==> src/rtl/riscv_pkg.sv <==
// riscv_pkg: shared load/store funct3 encodings, control-bit indices and MEM-stage FSM states
package riscv_pkg;
   localparam logic [2:0] F3_LB  = 3'd0;
   localparam logic [2:0] F3_LH  = 3'd1;
   localparam logic [2:0] F3_LW  = 3'd2;
   localparam logic [2:0] F3_LBU = 3'd4;
   localparam logic [2:0] F3_LHU = 3'd5;
   localparam logic [2:0] F3_SB  = 3'd0;
   localparam logic [2:0] F3_SH  = 3'd1;
   localparam logic [2:0] F3_SW  = 3'd2;
   localparam int CTL_REG_WE = 0;
   localparam int CTL_MEM_WE = 1;
   localparam int CTL_WB_MEM = 2;
   localparam int CTL_MEM_RE = 3;
   typedef enum logic [1:0] {S_IDLE, S_REQ, S_WAIT_RSP} mem_state_e;
endpackage

==> src/rtl/memory_access_stage_if.sv <==
// memory_access_stage_if: data-memory valid/ready port
//   request : dmem_req_valid/ready, dmem_we, dmem_addr, dmem_wdata, dmem_be
//   response: dmem_rsp_valid, dmem_rsp_data
//   master = pipeline stage, slave = memory
interface memory_access_stage_if;
   logic        dmem_req_valid;
   logic        dmem_req_ready;
   logic        dmem_we;
   logic [31:0] dmem_addr;
   logic [31:0] dmem_wdata;
   logic [3:0]  dmem_be;
   logic        dmem_rsp_valid;
   logic [31:0] dmem_rsp_data;
   modport master (
      output dmem_req_valid, dmem_we, dmem_addr, dmem_wdata, dmem_be,
      input  dmem_req_ready, dmem_rsp_valid, dmem_rsp_data
   );
   modport slave (
      input  dmem_req_valid, dmem_we, dmem_addr, dmem_wdata, dmem_be,
      output dmem_req_ready, dmem_rsp_valid, dmem_rsp_data
   );
endinterface

==> src/rtl/lsu_align.sv <==
// lsu_align: byte-lane alignment for loads/stores
//   addr[1:0], funct3, data -> be (store byte enables), wdata (lane-replicated store data),
//   rdata (extended load data, from data as the loaded word), misaligned (alignment/funct3 fault)
module lsu_align
   import riscv_pkg::*;
(
   input  logic [1:0]  addr,
   input  logic [2:0]  funct3,
   input  logic [31:0] data,
   output logic [3:0]  be,
   output logic [31:0] wdata,
   output logic [31:0] rdata,
   output logic        misaligned
);
   logic [7:0]  b;
   logic [15:0] h;
   always_comb begin
      b          = data[{addr, 3'b000} +: 8];
      h          = addr[1] ? data[31:16] : data[15:0];
      misaligned = (funct3 == 3'd3) || (funct3 == 3'd6) || (funct3 == 3'd7) ||
                   (funct3[1:0] == F3_LH[1:0] && addr[0]) ||
                   (funct3[1:0] == F3_LW[1:0] && addr != 2'b00);
      be         = (funct3[1:0] == F3_SB[1:0]) ? 4'b0001 << addr :
                   (funct3[1:0] == F3_SH[1:0]) ? (addr[1] ? 4'b1100 : 4'b0011) : 4'b1111;
      wdata      = (funct3[1:0] == F3_SB[1:0]) ? {4{data[7:0]}} :
                   (funct3[1:0] == F3_SH[1:0]) ? {2{data[15:0]}} : data;
      rdata      = (funct3 == F3_LB)  ? {{24{b[7]}}, b} :
                   (funct3 == F3_LBU) ? {24'h0, b} :
                   (funct3 == F3_LH)  ? {{16{h[15]}}, h} :
                   (funct3 == F3_LHU) ? {16'h0, h} : data;
   end
endmodule

==> src/rtl/memory_access_stage.sv <==
// memory_access_stage: RISC-V MEM stage between EX/MEM and MEM/WB registers
//   clk, rst                : clock, synchronous active-high reset
//   in_valid/in_ready       : EX/MEM handshake; alu_out, store_data, funct3, rd, control_unit_signal
//   dmem                    : data-memory request/response port (master)
//   o_valid ... o_bus_error : MEM/WB outputs; o_valid pulses once per retired instruction
module memory_access_stage
   import riscv_pkg::*;
#(
   parameter int unsigned RSP_TIMEOUT = 255
) (
   input  logic                          clk,
   input  logic                          rst,
   input  logic                          in_valid,
   output logic                          in_ready,
   input  logic [31:0]                   alu_out,
   input  logic [31:0]                   store_data,
   input  logic [2:0]                    funct3,
   input  logic [4:0]                    rd,
   input  logic [7:0]                    control_unit_signal,
   memory_access_stage_if.master         dmem,
   output logic                          o_valid,
   output logic [31:0]                   o_mem_read_data,
   output logic [31:0]                   o_alu_out,
   output logic [4:0]                    o_rd,
   output logic [7:0]                    o_control_unit_signal,
   output logic                          o_misaligned,
   output logic                          o_bus_error
);
   mem_state_e  state, state_n;
   logic [31:0] cnt, cnt_n;
   logic [31:0] h_alu, h_sd;
   logic [2:0]  h_f3;
   logic [4:0]  h_rd;
   logic [7:0]  h_ctl, ctl_src;
   logic        idle, mem_op, ret, from_in, mis_f, bus_f, ld_ret;
   logic [3:0]  al_be;
   logic [31:0] al_wdata, al_rdata;
   logic        al_mis;
   assign idle    = state == S_IDLE;
   assign in_ready = idle;
   assign mem_op  = control_unit_signal[CTL_MEM_WE] | control_unit_signal[CTL_MEM_RE];
   assign ctl_src = from_in ? control_unit_signal : h_ctl;
   // In IDLE the aligner checks the incoming instruction; otherwise it serves the held one.
   lsu_align u_align (
      .addr       (idle ? alu_out[1:0] : h_alu[1:0]),
      .funct3     (idle ? funct3 : h_f3),
      .data       (state == S_WAIT_RSP ? dmem.dmem_rsp_data : h_sd),
      .be         (al_be),
      .wdata      (al_wdata),
      .rdata      (al_rdata),
      .misaligned (al_mis)
   );
   assign dmem.dmem_req_valid = state == S_REQ;
   assign dmem.dmem_we        = state == S_REQ && h_ctl[CTL_MEM_WE];
   assign dmem.dmem_addr      = state == S_REQ ? {h_alu[31:2], 2'b00} : 32'h0;
   assign dmem.dmem_wdata     = state == S_REQ ? al_wdata : 32'h0;
   assign dmem.dmem_be        = state == S_REQ ? al_be : 4'h0;
   always_comb begin
      state_n = state;
      cnt_n   = cnt;
      ret     = 1'b0;
      from_in = 1'b0;
      mis_f   = 1'b0;
      bus_f   = 1'b0;
      ld_ret  = 1'b0;
      case (state)
         S_IDLE: if (in_valid) begin
            ret     = !mem_op || al_mis;
            from_in = ret;
            mis_f   = mem_op && al_mis;
            state_n = ret ? S_IDLE : S_REQ;
         end
         S_REQ: if (dmem.dmem_req_ready) begin
            // A store completes at the handshake; a load waits for its response.
            ret     = h_ctl[CTL_MEM_WE];
            state_n = ret ? S_IDLE : S_WAIT_RSP;
            cnt_n   = 32'h0;
         end
         S_WAIT_RSP: begin
            cnt_n = cnt + 32'd1;
            if (dmem.dmem_rsp_valid) begin
               ret     = 1'b1;
               ld_ret  = 1'b1;
               state_n = S_IDLE;
            end else if (RSP_TIMEOUT != 0 && cnt_n == RSP_TIMEOUT) begin
               ret     = 1'b1;
               bus_f   = 1'b1;
               state_n = S_IDLE;
            end
         end
         default: state_n = S_IDLE;
      endcase
   end
   always_ff @(posedge clk) begin
      if (rst) begin
         state                 <= S_IDLE;
         cnt                   <= 32'h0;
         h_alu                 <= 32'h0;
         h_sd                  <= 32'h0;
         h_f3                  <= 3'h0;
         h_rd                  <= 5'h0;
         h_ctl                 <= 8'h0;
         o_valid               <= 1'b0;
         o_mem_read_data       <= 32'h0;
         o_alu_out             <= 32'h0;
         o_rd                  <= 5'h0;
         o_control_unit_signal <= 8'h0;
         o_misaligned          <= 1'b0;
         o_bus_error           <= 1'b0;
      end else begin
         state   <= state_n;
         cnt     <= cnt_n;
         o_valid <= ret;
         if (idle && in_valid) begin
            h_alu <= alu_out;
            h_sd  <= store_data;
            h_f3  <= funct3;
            h_rd  <= rd;
            h_ctl <= control_unit_signal;
         end
         if (ret) begin
            o_alu_out             <= from_in ? alu_out : h_alu;
            o_rd                  <= from_in ? rd : h_rd;
            // Faulted instructions must not write the register file.
            o_control_unit_signal <= {ctl_src[7:1], ctl_src[CTL_REG_WE] & ~(mis_f | bus_f)};
            o_mem_read_data       <= ld_ret ? al_rdata : 32'h0;
            o_misaligned          <= mis_f;
            o_bus_error           <= bus_f;
         end
      end
   end
endmodule

==> src/flat_wrapper.sv <==
// flat-port wrapper written by rule: the top's interface ports become plain ports
module memory_access_stage_flat import riscv_pkg::*;
#(
   parameter int unsigned RSP_TIMEOUT = 255
)
  (clk, rst, in_valid, in_ready, alu_out, store_data, funct3, rd, control_unit_signal, o_valid, o_mem_read_data, o_alu_out, o_rd, o_control_unit_signal, o_misaligned, o_bus_error, dmem_dmem_req_valid, dmem_dmem_we, dmem_dmem_addr, dmem_dmem_wdata, dmem_dmem_be, dmem_dmem_req_ready, dmem_dmem_rsp_valid, dmem_dmem_rsp_data);
  memory_access_stage_if dmem_i ();
  input  logic clk;
  input  logic rst;
  input  logic in_valid;
  output logic in_ready;
  input  logic [31:0] alu_out;
  input  logic [31:0] store_data;
  input  logic [2:0] funct3;
  input  logic [4:0] rd;
  input  logic [7:0] control_unit_signal;
  output logic o_valid;
  output logic [31:0] o_mem_read_data;
  output logic [31:0] o_alu_out;
  output logic [4:0] o_rd;
  output logic [7:0] o_control_unit_signal;
  output logic o_misaligned;
  output logic o_bus_error;
  output wire logic [$bits(dmem_i.dmem_req_valid)-1:0] dmem_dmem_req_valid;
  output wire logic [$bits(dmem_i.dmem_we)-1:0] dmem_dmem_we;
  output wire logic [$bits(dmem_i.dmem_addr)-1:0] dmem_dmem_addr;
  output wire logic [$bits(dmem_i.dmem_wdata)-1:0] dmem_dmem_wdata;
  output wire logic [$bits(dmem_i.dmem_be)-1:0] dmem_dmem_be;
  input wire logic [$bits(dmem_i.dmem_req_ready)-1:0] dmem_dmem_req_ready;
  input wire logic [$bits(dmem_i.dmem_rsp_valid)-1:0] dmem_dmem_rsp_valid;
  input wire logic [$bits(dmem_i.dmem_rsp_data)-1:0] dmem_dmem_rsp_data;
  assign dmem_dmem_req_valid = dmem_i.dmem_req_valid;
  assign dmem_dmem_we = dmem_i.dmem_we;
  assign dmem_dmem_addr = dmem_i.dmem_addr;
  assign dmem_dmem_wdata = dmem_i.dmem_wdata;
  assign dmem_dmem_be = dmem_i.dmem_be;
  assign dmem_i.dmem_req_ready = dmem_dmem_req_ready;
  assign dmem_i.dmem_rsp_valid = dmem_dmem_rsp_valid;
  assign dmem_i.dmem_rsp_data = dmem_dmem_rsp_data;
  memory_access_stage #(.RSP_TIMEOUT(RSP_TIMEOUT)) u_core (.clk(clk), .rst(rst), .in_valid(in_valid), .in_ready(in_ready), .alu_out(alu_out), .store_data(store_data), .funct3(funct3), .rd(rd), .control_unit_signal(control_unit_signal), .dmem(dmem_i), .o_valid(o_valid), .o_mem_read_data(o_mem_read_data), .o_alu_out(o_alu_out), .o_rd(o_rd), .o_control_unit_signal(o_control_unit_signal), .o_misaligned(o_misaligned), .o_bus_error(o_bus_error));
endmodule
==> config.mk <==
export PLATFORM = sky130hd
export DESIGN_NAME = memory_access_stage_flat
export DESIGN_NICKNAME = d
export VERILOG_FILES = /design/src/rtl/riscv_pkg.sv /design/src/rtl/memory_access_stage_if.sv /design/src/rtl/lsu_align.sv /design/src/rtl/memory_access_stage.sv /design/src/flat_wrapper.sv
export SDC_FILE = /design/constraint.sdc
export NUM_CORES = 1
export LEC_CHECK = 0
export ABC_AREA = 1
export CORE_MARGIN = 10
export CORE_UTILIZATION = 40
export CTS_CLUSTER_DIAMETER = 120
export DETAILED_ROUTE_END_ITERATION = 10
export HOLD_SLACK_MARGIN = 0.15
export PLACE_DENSITY_LB_ADDON = 0.1
export SYNTH_ARGS = -nofsm -noshare
export SYNTH_HDL_FRONTEND = slang
export SYNTH_SLANG_ARGS = --single-unit
==> constraint.sdc <==
create_clock -name clk -period 2.9 [get_ports clk]
set_clock_uncertainty 0.1 [all_clocks]
set_input_delay 0.29 -clock clk [delete_from_list [all_inputs] [get_ports clk]]
set_output_delay 0.29 -clock clk [all_outputs]
set_load 0.03 [all_outputs]
==> results of run 1 <==
registers in the layout, summed over array words and instances, names as in the netlist:
register                      flops
u_core.h_ctl                      8
u_core.cnt                       32
u_core.o_alu_out                 32
u_core.o_rd                       5
u_core.h_f3                       3
u_core.o_valid                    1
u_core.state                      2
u_core.h_rd                       5
u_core.h_alu                     32
u_core.o_control_unit_signal      8
u_core.h_sd                      32
u_core.o_mem_read_data           32
u_core.o_misaligned               1
u_core.o_bus_error                1
routing by layer:
metal  vias to the layer above  routed length, um  track usage [%]
met5                         -                 40                0
met1                      5406              17980            29.80
li1                       5979                  -                -
met4                         6                788            6.195
met2                       325              18760            35.98
met3                        45               3109            7.154
kinds of logic (layout without fill, tap and decap cells):
kind of cell,after synthesis,count (layout),share of synthesized area [%]
and+or+nand+nor,835,835,33.23
AOI/OAI and AO/OA,393,393,19.79
buffers and inverters,255,509,9.599
DFF,194,194,36.20
muxes,7,7,0.6648
xor gates and xnor gates,3,3,0.2450
adders and majority gates,2,2,0.2332
other,1,4,0.03496
worst max-delay path: stages, from the launching register on:
cell and delay [ns]:
dfxtp_1 0.37, buf_4 0.16, nand2_2 0.16, inv_1 0.36, nand2_1 0.10, nand2_1 0.19, nor2_1 0.08, nor3_1 0.30
buf_4 0.23
stage by stage:
step,hold WS [ns],std cells,total power [mW]
after floorplan,0.3245,1691,4.270
after CTS,0.3114,2265,7.479
final,0.3221,2282,7.560
after detailed placement,0.3370,2234,5.100
after global placement,0.3324,2234,5.095
after global routing,0.3292,2281,7.945
power groups by stage:
stage                     Clock (mW)  Combinational [mW]  Sequential, mW
after CTS                       2.43                2.08            2.97
after floorplan                    0                1.09            3.18
after global routing            2.54                2.41            2.99
final                           2.37                2.22            2.97
after detailed placement           0                2.07            3.03
after global placement             0                2.07            3.02
placed cells by master, fill, tap and decap left out, types with 16 or more instances in the layout:
master	count
o21ai_0	134
nand3_1	92
nand2_1	433
nor2_2	16
o21bai_1	17
clkdlybuf4s50_1	198
dfxtp_1	185
buf_4	113
nor2_1	200
inv_1	132
a21oi_1	195
clkbuf_16	24
nand3b_1	51
repair_timing:
item | CTS | global route
buffers inserted | 0 | 7
cloned | 0 | 8
pin swaps | 0 | 4
setup endpoints to repair | 15 | 93
resized for setup | 2 | 52
worst max-delay path by stage:
stage	end	startpoint	cells after the start	slack, ns
after floorplan	dmem_dmem_wdata[28]	u_core.state[1]	10	0.07
after CTS	u_core.o_mem_read_data[14]	u_core.cnt[0]	19	0.008
final	dmem_dmem_wdata[15]	u_core.state[1]	8	0.14
after global placement	u_core.o_mem_read_data[13]	u_core.cnt[0]	19	0.06
after global routing	u_core.o_mem_read_data[9]	u_core.cnt[12]	18	-0.03
after detailed placement	u_core.o_mem_read_data[14]	u_core.cnt[8]	15	0.01
cell type report:
type,count,area [um^2]
diodes,2,5.005
flip-flops and latches,194,3895
inverters,144,543.0
repair buffers,334,3331
well taps,335,419.2
fillers,2623,11470
multi-input cells,1242,5962
clock inverters,14,155.1
clock buffers,17,425.4
==> reports/metrics.cfg, run 1 <==
[pwr]
power_density_mw_per_mm2 = 513.0
switching_share_pct = 35.07
internal-power_mw = 4.908
power_leakage_nw = 6.277
ir_drop_uv = 485.9
pwr-share-seq_pct = 39.2
power_frac_comb_pct = 29.4
power.share.clock_pct = 31.4
switchingPower_mw = 2.651

[setup_path]
crit_fanout = 10
start_kind = flip-flop
worstPathArrival_ns = 2.37
rr_worst_depth = 18
worstPathRequired_ns = 2.51
reg2reg_from = u_core.cnt[12]
critPathKind = reg -> out
worstSetupEndpointType = output pin
regToRegSetupSlack_ns = 0.15
rr_endpoint = u_core.o_alu_out[2]

[floorplan]
start_util_pct = 40.94
dieWidth_um = 183.8
die-area_mm2 = 0.03377
rows = 59
pin_count = 268
fp.dieH_um = 183.8
fp.coreArea_mm2 = 0.02621

[finish]
nets = 2052
area_growth_pct = 37.36
design_area_mm2 = 0.01474
utilization_pct = 56.23
drive_gt1_share_pct = 12.70

[synthesis]
synth_cell_types = 44
async_reset_ff_share_pct = 0
ys_ff_latch = 194
synth.yosys.seq_area_share_pct = 36.20
synth_ff_type = dfxtp_1
synthesis.area_mm2 = 0.01073
ys_top_cells_by_area = dfxtp_1, nand2_1, a21oi_1
synth_cells = 1690
synth_top_area_share_pct = 36.20
yosysMostFrequentCell = nand2_1
yosys_warnings = 0
syn_avg_cell_area_um2 = 6.348
synth_commonest_cells = nand2_1, nor2_1, a21oi_1, dfxtp_1, o21ai_0
yosysTopAreaCell = dfxtp_1
synth_edf_count = 0

[placement]
place_congestion = 0.9634
port_buffers = 265
dp_hpwl_mm = 29.06
place_ws_ns = 0.01428
dpl_cell_area_mm2 = 0.01374

[timing]
drv_slew = 0
period_needed_ns = 2.765
post-route-period-util_pct = 95.33
fmax_ghz = 0.3617
fin_tns_setup_ns = 0
rsz0062_at_grt = yes
worstMarginPinSlew_ns = 0.7387
slew_headroom_pct = 50.75
finalSetupViolations = 0
worst_slack_ns = 0.1355
finalHoldViolations = 0

[job]
drv_cap = 0

[route]
wire_per_inst_um = 17.83
drt_pass1_iterations = 5
ant_nets = 0
drcViolationCount = 0
drt-initial-drc-count = 1102
wirelength_mm = 40.68
viasPerCell = 5.154
num_vias = 11760

[clock_network]
cts_buffer_depth = 2
clk_pin_slew_ns = 0.08
hold_buffers = 0
cts_buffers = 17
cts_tree = done
clkSinkCount = 194
root_buffer = clkbuf_16
htree_num_levels = 4
worst_skew_pair.late_latency_ns = 0.44

[worst_hold_path]
hp-class = in -> reg
hold_path_end = u_core.h_ctl[4]
min_path_cells = 3
worstHoldStart = control_unit_signal[4]

[outcome]
outcome = complete, no violations

[global_route]
antenna_found_initial = 6
grt_pass1_wl_mm = 61.93
grt_pass1_vias = 11010
grt_use_total_pct = 22.94
grt_overflow = 0
grt_max_degree = 72

Note: power is estimated with default switching activity, not from simulation.
==> run 2, diff against run 1 <==
--- a/config.mk
+++ b/config.mk
@@ -9,6 +9,7 @@
 export CORE_MARGIN = 10
 export CORE_UTILIZATION = 40
 export CTS_CLUSTER_DIAMETER = 120
+export CTS_CLUSTER_SIZE = 40
 export DETAILED_ROUTE_END_ITERATION = 10
 export HOLD_SLACK_MARGIN = 0.15
 export PLACE_DENSITY_LB_ADDON = 0.1
==> results of run 2 <==
No change in the layout: final DEF, timing and power equal those of run 1.
==> run 3, diff against run 2 <==
--- a/config.mk
+++ b/config.mk
@@ -6,7 +6,8 @@
 export NUM_CORES = 1
 export LEC_CHECK = 0
 export ABC_AREA = 1
-export CORE_MARGIN = 10
+export CAP_MARGIN = 20
+export CORE_ASPECT_RATIO = 0.75
 export CORE_UTILIZATION = 40
 export CTS_CLUSTER_DIAMETER = 120
 export CTS_CLUSTER_SIZE = 40
==> run 3 against run 2 <==
Against the previous run:
- hold slack lost 0.016 ns
- sequential power about the same
- via count increased by 2.8%
- fmax decreased by 2.9%
- die area fell by 19%
- power increased by 1.8%
- critical endpoint is now u_core.o_mem_read_data[3]
- cell count increased by 0.70%
- clock power increased by 5%
- non-clock buffer count is 9 higher
- sequential share of layout area down 0.49 points
- count of clock-buffer cells in the layout is 3 higher
==> reports/metrics.cfg, run 3 (synthesized netlist as in run 1, its figures left out) <==
[job]
drv_cap = 0  ; unchanged

[timing]
worstMarginPinSlew_ns = 0.6472  ; -0.09155 ns
finalHoldViolations = 0  ; unchanged
finalSetupViolations = 0  ; unchanged
period_needed_ns = 2.847  ; +0.08273 ns
hold_ws_ns = 0.3064  ; -0.01565 ns
drv_slew = 0  ; unchanged
post-route-period-util_pct = 98.18  ; +2.9 points
slew_headroom_pct = 56.57  ; +5.8 points
fmax_ghz = 0.3512  ; -2.9%
rsz0062_at_grt = yes

[clock_network]
root_buffer = clkbuf_16
worst_skew_pair.late_latency_ns = 0.45  ; about the same
cts_buffers = 17  ; unchanged
clkSinkCount = 194  ; unchanged
cts_buffer_depth = 2  ; unchanged
htree_num_levels = 4  ; unchanged
clk_pin_slew_ns = 0.07  ; about the same
hold_buffers = 0  ; unchanged
cts_tree = done

[route]
ant_nets = 0  ; unchanged
num_vias = 12100  ; +2.8%
drt_pass1_iterations = 5  ; unchanged
viasPerCell = 5.264  ; +2.1%
wire_per_inst_um = 17.49  ; -1.9%
drcViolationCount = 0  ; unchanged
drt-initial-drc-count = 973  ; -12%
wirelength_mm = 40.19  ; -1.2%

[placement]
dp_cells = 2244  ; +0.45%
dp_hpwl_mm = 28.11  ; -3.3%
port_buffers = 265  ; unchanged
dpl_cell_area_mm2 = 0.01381  ; +0.50%
place_congestion = 0.9600  ; -0.35%

[setup_path]
worstPathRequired_ns = 3.19  ; +0.68 ns
worstPathArrival_ns = 3.14  ; +0.77 ns
worstSetupEndpointType = flip-flop
rr_worst_depth = 18  ; unchanged
endpoint = u_core.o_mem_read_data[3]
reg2reg_from = u_core.cnt[0]
max_stage_delay_ns = 0.38  ; about the same
critPathSlowestCell = dfxtp_4
critPathKind = reg -> reg
crit_fanout = 8  ; -2
cp-startpoint = u_core.cnt[0]
start_kind = flip-flop
crit_chain = ha_4 -> nand2_2 -> nor2_4 -> nand2_2 -> nand2_2 -> nand2_1 -> nor2_1 -> nand2_1 -> nor2_2 -> nand2_1 -> nor2_2 -> nand4_1 -> nand2_4 -> nand2_4 -> nor2_4 -> clkbuf_16 -> nand2_1 -> nand2_1
regToRegSetupSlack_ns = 0.05  ; -0.10 ns
rr_endpoint = u_core.o_mem_read_data[3]
crit_top_cell = nand2_1

[outcome]
outcome = complete, no violations

[pwr]
ir_drop_uv = 437.0  ; -10%
power_leakage_nw = 6.427  ; +2.4%
power_density_mw_per_mm2 = 512.1  ; -0.18%
finalPower_mw = 7.696  ; +1.8%

[floorplan]
rows = 51  ; -14%
dieWidth_um = 191.1  ; +4.0%
die-area_mm2 = 0.02749  ; -19%
start_util_pct = 41.00  ; +0.069 points
fp.dieH_um = 143.8  ; -22%
fp.coreArea_mm2 = 0.02616  ; -0.17%
pin_count = 268  ; unchanged

[finish]
nets = 2061  ; +0.44%
area_growth_pct = 40.09
design_area_mm2 = 0.01503  ; +2.0%
drive_gt1_share_pct = 14.28  ; +1.6 points
antennaDiodeCount = 0  ; -2
layout_common_cells = nand2_1, nor2_1, clkdlybuf4s50_1
mostFrequentLayoutCell = nand2_1
instances_no_fill = 2298  ; +0.70%

[global_route]
grt_pass1_wl_mm = 59.74  ; -3.5%
grt_overflow = 0  ; unchanged
grt_pass1_vias = 10600  ; -3.7%
antenna_found_initial = 0  ; -6
grt_max_degree = 66  ; -8.3%
grt_use_total_pct = 27.92  ; +5.0 points

[worst_hold_path]
worstHoldStart = rd[1]
hp-class = in -> reg

## run 3: worst min-delay path by stage
| stage | slack, ns | endpoint | depth (start not counted) |
|---|---|---|---|
| floorplan | 0.32 | u_core.h_f3[2] | 2 |
| global placement | 0.33 | u_core.h_f3[2] | 2 |
| detailed placement | 0.34 | u_core.h_f3[2] | 2 |
| CTS | 0.30 | u_core.h_rd[1] | 3 |
| global route | 0.32 | u_core.h_rd[1] | 3 |
| finish | 0.31 | u_core.h_rd[1] | 3 |
## run 3: worst max-delay path, delay by kind of cell (launching register included)
kind	cells	cell delay (ns)
AND/OR/NAND/NOR	16	1.92
flip-flops	1	0.38
buffers and inverters	1	0.23
adder cells (fa/ha/maj)	1	0.15
## run 3: through the flow
| step | setup slack (ns) | TNS [ns] | util, % |
|---|---|---|---|
| after floorplan | 0.07122 | 0 | - |
| after global routing | -0.1672 | -7.510 | 57.44 |
| after detailed placement | 0.1201 | 0 | 52.77 |
| after CTS | -0.04226 | -0.1308 | 55.20 |
| final | 0.05274 | 0 | 57.44 |
| after global placement | 0.1133 | 0 | 52.77 |
## run 3: layout make-up
| type | instances | area [um^2] |
|---|---|---|
| clock buffers | 20 | 446.7 |
| clock inverters | 11 | 153.9 |
| flip-flops and latches | 194 | 3899 |
| multi-input cells | 1242 | 6072 |
| repair buffers | 343 | 3477 |
| fillers | 2635 | 11130 |
| inverters | 144 | 549.3 |
| well taps | 344 | 430.4 |
## run 3: what timing repair did
action,CTS,global route
gates cloned,0,10
pin swaps,0,22
buffers inserted,2,11
gates resized for setup,7,83
endpoints found under the setup margin,10,103
## run 3: layer usage
metal  global-route usage [%]  routed length [um]
met3                    5.495                3079
met1                    41.65               19390
met5                        0                   0
met2                    41.44               17400
met4                    4.762                 323
## run 3: power breakdown
group | switching (mW) | leakage (nW) | internal [mW] | total [mW]
Combinational | 1.33 | 4.54 | 0.898 | 2.23
Sequential | 0.118 | 1.60 | 2.86 | 2.98
Clock | 1.10 | 0.287 | 1.39 | 2.49
Total | 2.55 | 6.43 | 5.14 | 7.70
